`src/rtl/dcache_flush_ctrl_pkg.sv`:
```
// Shared data-cache definitions used by the flush sequencer.
// Holds geometry/width constants, tag bit positions, the flush FSM state
// enum, the write-back payload struct and the write-back address helper.
package dcache_flush_ctrl_pkg;

  localparam int unsigned NUM_SETS      = 16;
  localparam int unsigned NUM_WAYS      = 2;
  localparam int unsigned IDX_W         = $clog2(NUM_SETS);
  localparam int unsigned WAY_W         = $clog2(NUM_WAYS);
  localparam int unsigned PTR_W         = IDX_W + WAY_W;
  localparam int unsigned TAG_W         = 25;
  localparam int unsigned ATAG_W        = 23;
  localparam int unsigned LINE_W        = 256;
  localparam int unsigned ADDR_W        = 32;
  localparam int unsigned OFS_W         = $clog2(LINE_W / 8);
  localparam int unsigned CNT_W         = 6;
  localparam int unsigned TAG_VALID_BIT = 24;
  localparam int unsigned TAG_DIRTY_BIT = 23;

  typedef enum logic [2:0] {
    IDLE,
    SCAN,
    EVAL,
    WB,
    CLR,
    DONE
  } flush_state_e;

  // Write-back payload presented on the memory port
  typedef struct packed {
    logic [ADDR_W-1:0] addr;
    logic [LINE_W-1:0] data;
  } wb_req_t;

  // Line base address: {address tag, set index, zero byte offset}
  function automatic logic [ADDR_W-1:0] wb_addr(input logic [ATAG_W-1:0] atag,
                                                input logic [IDX_W-1:0]  idx);
    return {atag, idx, OFS_W'(0)};
  endfunction

endpackage

```
`src/rtl/dcache_flush_ctrl.sv`:
```
// dcache_flush_ctrl: hardware flush sequencer for the 2-way, 16-set data cache.
// Walks every SRAM entry (way 0 sets 0..15, then way 1 sets 0..15), writes
// each valid+dirty line back to memory and strobes a dirty-bit clear.
//
// Ports:
//   clk_i, rst_i          clock, asynchronous active-high reset
//   flush_req_i           level request, accepted only when cache_idle_i
//   cache_idle_i          dcache controller idle, no miss in flight
//   busy_o                flush owns the SRAM scan port and memory port
//   flush_done_o          one-cycle completion pulse
//   wb_count_o            lines written back in the last/current flush
//   sram_idx_o/sram_way_o scan pointer
//   sram_tag_i/sram_data_i combinational SRAM read at the scan pointer
//   sram_clr_o            one-cycle clear strobe at the scan pointer
//   mem_*                 enable/write/ack memory write-back port
//
// Build option: DCACHE_FLUSH_INVALIDATE_EN -- clear strobe also drops valid,
// and valid clean lines get a clear strobe (no write-back, not counted).
module dcache_flush_ctrl
  import dcache_flush_ctrl_pkg::*;
(
  input  logic              clk_i,
  input  logic              rst_i,
  input  logic              flush_req_i,
  input  logic              cache_idle_i,
  output logic              busy_o,
  output logic              flush_done_o,
  output logic [CNT_W-1:0]  wb_count_o,
  output logic [IDX_W-1:0]  sram_idx_o,
  output logic              sram_way_o,
  input  logic [TAG_W-1:0]  sram_tag_i,
  input  logic [LINE_W-1:0] sram_data_i,
  output logic              sram_clr_o,
  output logic [ADDR_W-1:0] mem_addr_o,
  output logic [LINE_W-1:0] mem_data_o,
  output logic              mem_enable_o,
  output logic              mem_write_o,
  input  logic              mem_ack_i
);

  flush_state_e     r_state;
  logic [PTR_W-1:0] r_ptr;
  logic             r_valid;
  logic             r_dirty;
  wb_req_t          r_wb;
  logic             r_busy;
  logic             r_done;
  logic             r_clr;
  logic             r_mem_en;
  logic             r_mem_wr;
  logic [CNT_W-1:0] r_wb_cnt;

  logic w_last;
  logic w_dirty_hit;
  logic w_inv_hit;

  // Pointer is {way, idx}, so the final entry is all ones
  assign w_last      = &r_ptr;
  assign w_dirty_hit = r_valid & r_dirty;

`ifdef DCACHE_FLUSH_INVALIDATE_EN
  assign w_inv_hit = r_valid & ~r_dirty;
`else
  assign w_inv_hit = 1'b0;
`endif

  // Flush sequencer with registered outputs
  always_ff @(posedge clk_i or posedge rst_i) begin
    if (rst_i) begin
      r_state  <= IDLE;
      r_ptr    <= '0;
      r_valid  <= 1'b0;
      r_dirty  <= 1'b0;
      r_wb     <= '0;
      r_busy   <= 1'b0;
      r_done   <= 1'b0;
      r_clr    <= 1'b0;
      r_mem_en <= 1'b0;
      r_mem_wr <= 1'b0;
      r_wb_cnt <= '0;
    end else begin
      r_done <= 1'b0;
      r_clr  <= 1'b0;
      case (r_state)
        IDLE: begin
          if (flush_req_i && cache_idle_i) begin
            r_state  <= SCAN;
            r_busy   <= 1'b1;
            r_ptr    <= '0;
            r_wb_cnt <= '0;
          end
        end
        SCAN: begin
          r_valid   <= sram_tag_i[TAG_VALID_BIT];
          r_dirty   <= sram_tag_i[TAG_DIRTY_BIT];
          r_wb.addr <= wb_addr(sram_tag_i[ATAG_W-1:0], r_ptr[IDX_W-1:0]);
          r_wb.data <= sram_data_i;
          r_state   <= EVAL;
        end
        EVAL: begin
          if (w_dirty_hit) begin
            r_state  <= WB;
            r_mem_en <= 1'b1;
            r_mem_wr <= 1'b1;
          end else if (w_inv_hit) begin
            r_state <= CLR;
            r_clr   <= 1'b1;
          end else if (w_last) begin
            r_state <= DONE;
            r_done  <= 1'b1;
            r_wb    <= '0;
          end else begin
            r_ptr   <= r_ptr + PTR_W'(1);
            r_state <= SCAN;
          end
        end
        WB: begin
          // Request held stable until the ack is sampled
          if (mem_ack_i) begin
            r_mem_en <= 1'b0;
            r_mem_wr <= 1'b0;
            r_clr    <= 1'b1;
            r_state  <= CLR;
          end
        end
        CLR: begin
          // Only lines that went through write-back are counted
          if (r_dirty) begin
            r_wb_cnt <= r_wb_cnt + CNT_W'(1);
          end
          if (w_last) begin
            r_state <= DONE;
            r_done  <= 1'b1;
            r_wb    <= '0;
          end else begin
            r_ptr   <= r_ptr + PTR_W'(1);
            r_state <= SCAN;
          end
        end
        DONE: begin
          r_busy  <= 1'b0;
          r_state <= IDLE;
        end
        default: begin
          r_busy  <= 1'b0;
          r_state <= IDLE;
        end
      endcase
    end
  end

  assign busy_o       = r_busy;
  assign flush_done_o = r_done;
  assign wb_count_o   = r_wb_cnt;
  assign sram_idx_o   = r_ptr[IDX_W-1:0];
  assign sram_way_o   = r_ptr[PTR_W-1];
  assign sram_clr_o   = r_clr;
  assign mem_addr_o   = r_wb.addr;
  assign mem_data_o   = r_wb.data;
  assign mem_enable_o = r_mem_en;
  assign mem_write_o  = r_mem_wr;

endmodule

```
`config.mk`:
```
export PLATFORM = sky130hd
export DESIGN_NAME = dcache_flush_ctrl
export DESIGN_NICKNAME = d
export VERILOG_FILES = /design/src/rtl/dcache_flush_ctrl_pkg.sv /design/src/rtl/dcache_flush_ctrl.sv
export SDC_FILE = /design/constraint.sdc
export NUM_CORES = 1
export LEC_CHECK = 0
export ABC_AREA = 1
export CELL_PAD_IN_SITES_DETAIL_PLACEMENT = 1
export CELL_PAD_IN_SITES_GLOBAL_PLACEMENT = 1
export CORE_AREA = 2 2 257 196
export DETAILED_ROUTE_END_ITERATION = 7
export DIE_AREA = 0 0 259 198
export PLACE_DENSITY_LB_ADDON = 0.12
export SLEW_MARGIN = 10
export SYNTH_ARGS = -nofsm -noshare
export SYNTH_HDL_FRONTEND = slang
export SYNTH_SLANG_ARGS = --single-unit
```
`constraint.sdc`:
```
create_clock -name clk_i -period 12.2 [get_ports clk_i]
set_input_delay 1.83 -clock clk_i [delete_from_list [all_inputs] [get_ports clk_i]]
set_output_delay 1.83 -clock clk_i [all_outputs]
set_load 0.05 [all_outputs]
```
==> results.cfg <==
[outcome]
outcome = finished, final reports clean

[layout]
fin_nets = 2760
final_util = 0.444
area_growth_pct = 50.7
drive_above_1_share = 0.0297

[power]
p_total_mw = 7.02
vdd_drop_max_v = 0.000186
seqPwrFrac = 0.247
cellLeakagePower_nw = 11.4
power.net_switching_mw = 3.70
internal_power_mw = 3.32
pwr-share-clk = 0.154
powerDensity_nw_per_um2 = 322
comb_power_share = 0.599
swShare = 0.527

[placed_design]
io_buffers = 584
pre_cts_slack_ns = 7.06
gp_congestion = 0.789
hpwl_um = 39000

[global_routing]
grt_use_total = 0.216
grt_overflow = 0
grt_max_degree = 222
grt_first_pass_wirelength_um = 86800
grt_antenna_before_repair = 5
grt_pass1_vias = 14753

[logic_synthesis]
synth_most_common_cell = nand2_1
netlist_top_cells_count = 600 x nand2_1, 303 x dfrtp_1, 299 x inv_1, 299 x nor2_1, 298 x nand3_1
ys_ff_latch = 303
yosys-top-cells-area = dfrtp_1 52%, nand2_1 16%, nand3_1 10%
synth_top_area_frac = 0.524
netlist-cell-type-count = 26
synth_warnings = 0
ys_seq_area_frac = 0.524
synth_ff_type = dfrtp_1
syn_area_um2 = 14500
synth_edf_count = 0
synth_top_area_cell = dfrtp_1
avgSynthCellArea_um2 = 7.37
ys_async_sr_fraction = 1.00
synth_cells = 1964

[floorplan]
core.rowCount = 71
coreArea_um2 = 49100
die_height_um = 198
io_pins = 590
dieWidth_um = 259
start_util = 0.295
die_area_um2 = 51300

[critical_path]
critPathKind = reg -> reg
crit_cells = 10
cp.buffers_inverters = 3
slowest_delay_ns = 0.81
crit_fanout = 125
r2r_cells = 10
endpoint_kind = register
crit_arrival_ns = 5.47
required_ns = 12.64
cpLargestDelayFamily = simple AND/OR/NAND/NOR gates
crit_chain = inv_2 > nand3_1 > nand2_8 > nand2_4 > nand2_8 > nand2_8 > buf_4 > buf_4 > nand2_1 > nand2_1
worst_path_most_repeated_cell = nand2_8
critPathSlowestCell = nand2_8
cp-start-kind = register

[route]
wl_per_cell_um = 18.0
num_vias = 14206
wl_met2_um = 28200
wl_met3_um = 3490
wirelength_met1_um = 23500
ant_nets = 0
routed_via_density = 4.50
drtPass1Iterations = 5
top_layer = met4
drc_errors = 0
wl_um = 56900
drtIter0Drc = 791

[clock_network]
post_cts_buffers = 0
cts_resized = 0
cts_buffers = 37
path_clk_slew_ns = 0.06
clock_latency_ns = 0.53
numClockSinks = 303
cts_tree = done
cts-htree-levels = 2
postCtsHoldBufs = 0
cts_root_buf = clkbuf_16
clockBufferDepth = 3

[sta]
setup_viol = 0
setup_tns_ns = 0
slew_headroom = 0.186
fin_crit_ns = 5.02
skew_ns = 0.0140
hold_violations = 0
setup_ws_ns = 7.18
slew_violations = 0
fmax_ghz = 0.199
rsz0062_at_grt = no
worstMarginPinSlew_ns = 1.22
timing.final.crit_share = 0.412

[min_path]
worstHoldPathType = reg -> reg
whs_path_depth = 2

[job]
drv_cap = 0
## worst min-delay path, cell delays in order (launching register included)
cell	delay, ns
dfrtp_1	0.34
nand2_1	0.05
nand2_1	0.04
## final timing paths
path                                     start               to  slack (ns)
worst min register to register  mem_data_o[18]   mem_data_o[18]        0.47
worst min-delay path            mem_data_o[18]   mem_data_o[18]        0.47
worst max-delay path                r_state[2]  mem_data_o[226]        7.18
worst max register to register      r_state[2]  mem_data_o[226]        7.18
max in group asynchronous                rst_i  mem_data_o[148]        8.04
min in group asynchronous                rst_i   mem_data_o[39]        1.83
## state kept, by name (all words and copies together) (netlist names), 3 cells and up
register and cells:
mem_data_o 256, mem_addr_o 27, wb_count_o 6, r_ptr 5
r_state 3
## cell type report
cell class                 count  area (µm²)
fill                        5907       27300
antenna                        5        12.5
timing repair buffer         594        5930
multi-input combinational   1235        5160
sequential                   303        7580
inverter                     300        1130
tap                          657         822
clock buffer                  58        1120
clock inverter                 5        50.0
## through the flow
stage	std cells	cell area, µm²	hold slack, ns
floorplan	1968	14500	0.479
global placement	3089	20600	0.454
detailed placement	3089	20600	0.459
CTS	3152	21800	0.472
global route	3155	21800	0.490
finish	3157	21800	0.468
## power by group through the flow
stage          registers, mW  logic [mW]  clock network (mW)
2_1_floorplan           3.18        1.35                   0
3_3_place_gp            1.73        4.19                   0
3_5_place_dp            1.74        4.25                   0
4_1_cts                 1.74        4.26                1.13
5_1_grt                 1.79        4.52                1.16
6_report                1.73        4.20                1.08
## kinds of logic after synthesis
kind of cell | after synthesis | synth area share
AND/OR/NAND/NOR | 1209 | 0.342
buffers and inverters | 430 | 0.124
flip-flops | 303 | 0.524
AO/OA/AOI/OAI | 15 | 0.00553
adder cells (fa/ha/maj) | 3 | 0.00259
XOR/XNOR | 2 | 0.00121
other | 1 | 0.000259
multiplexers | 1 | 0.000778
## per-layer routing
layer	GRT usage	vias to the layer above
met5	0	-
met1	0.264	6915
met2	0.373	348
met4	0.0702	0
met3	0.0535	88
li1	-	6855
## placed cells by master (no fill, tap or decap), types with 3 or more instances in the layout
cell and count:
a21oi_1 3, buf_4 9, clkbuf_1 9, clkbuf_16 37, clkbuf_8 12, clkdlybuf4s50_1 584
clkinv_2 4, conb_1 5, dfrtp_1 303, diode_2 5, ha_1 3, inv_1 298
nand2_1 600, nand2_8 3, nand3_1 298, nor2_1 299, nor3_1 3, o21ai_0 10
No activity file was read; power rests on OpenSTA's default activity.
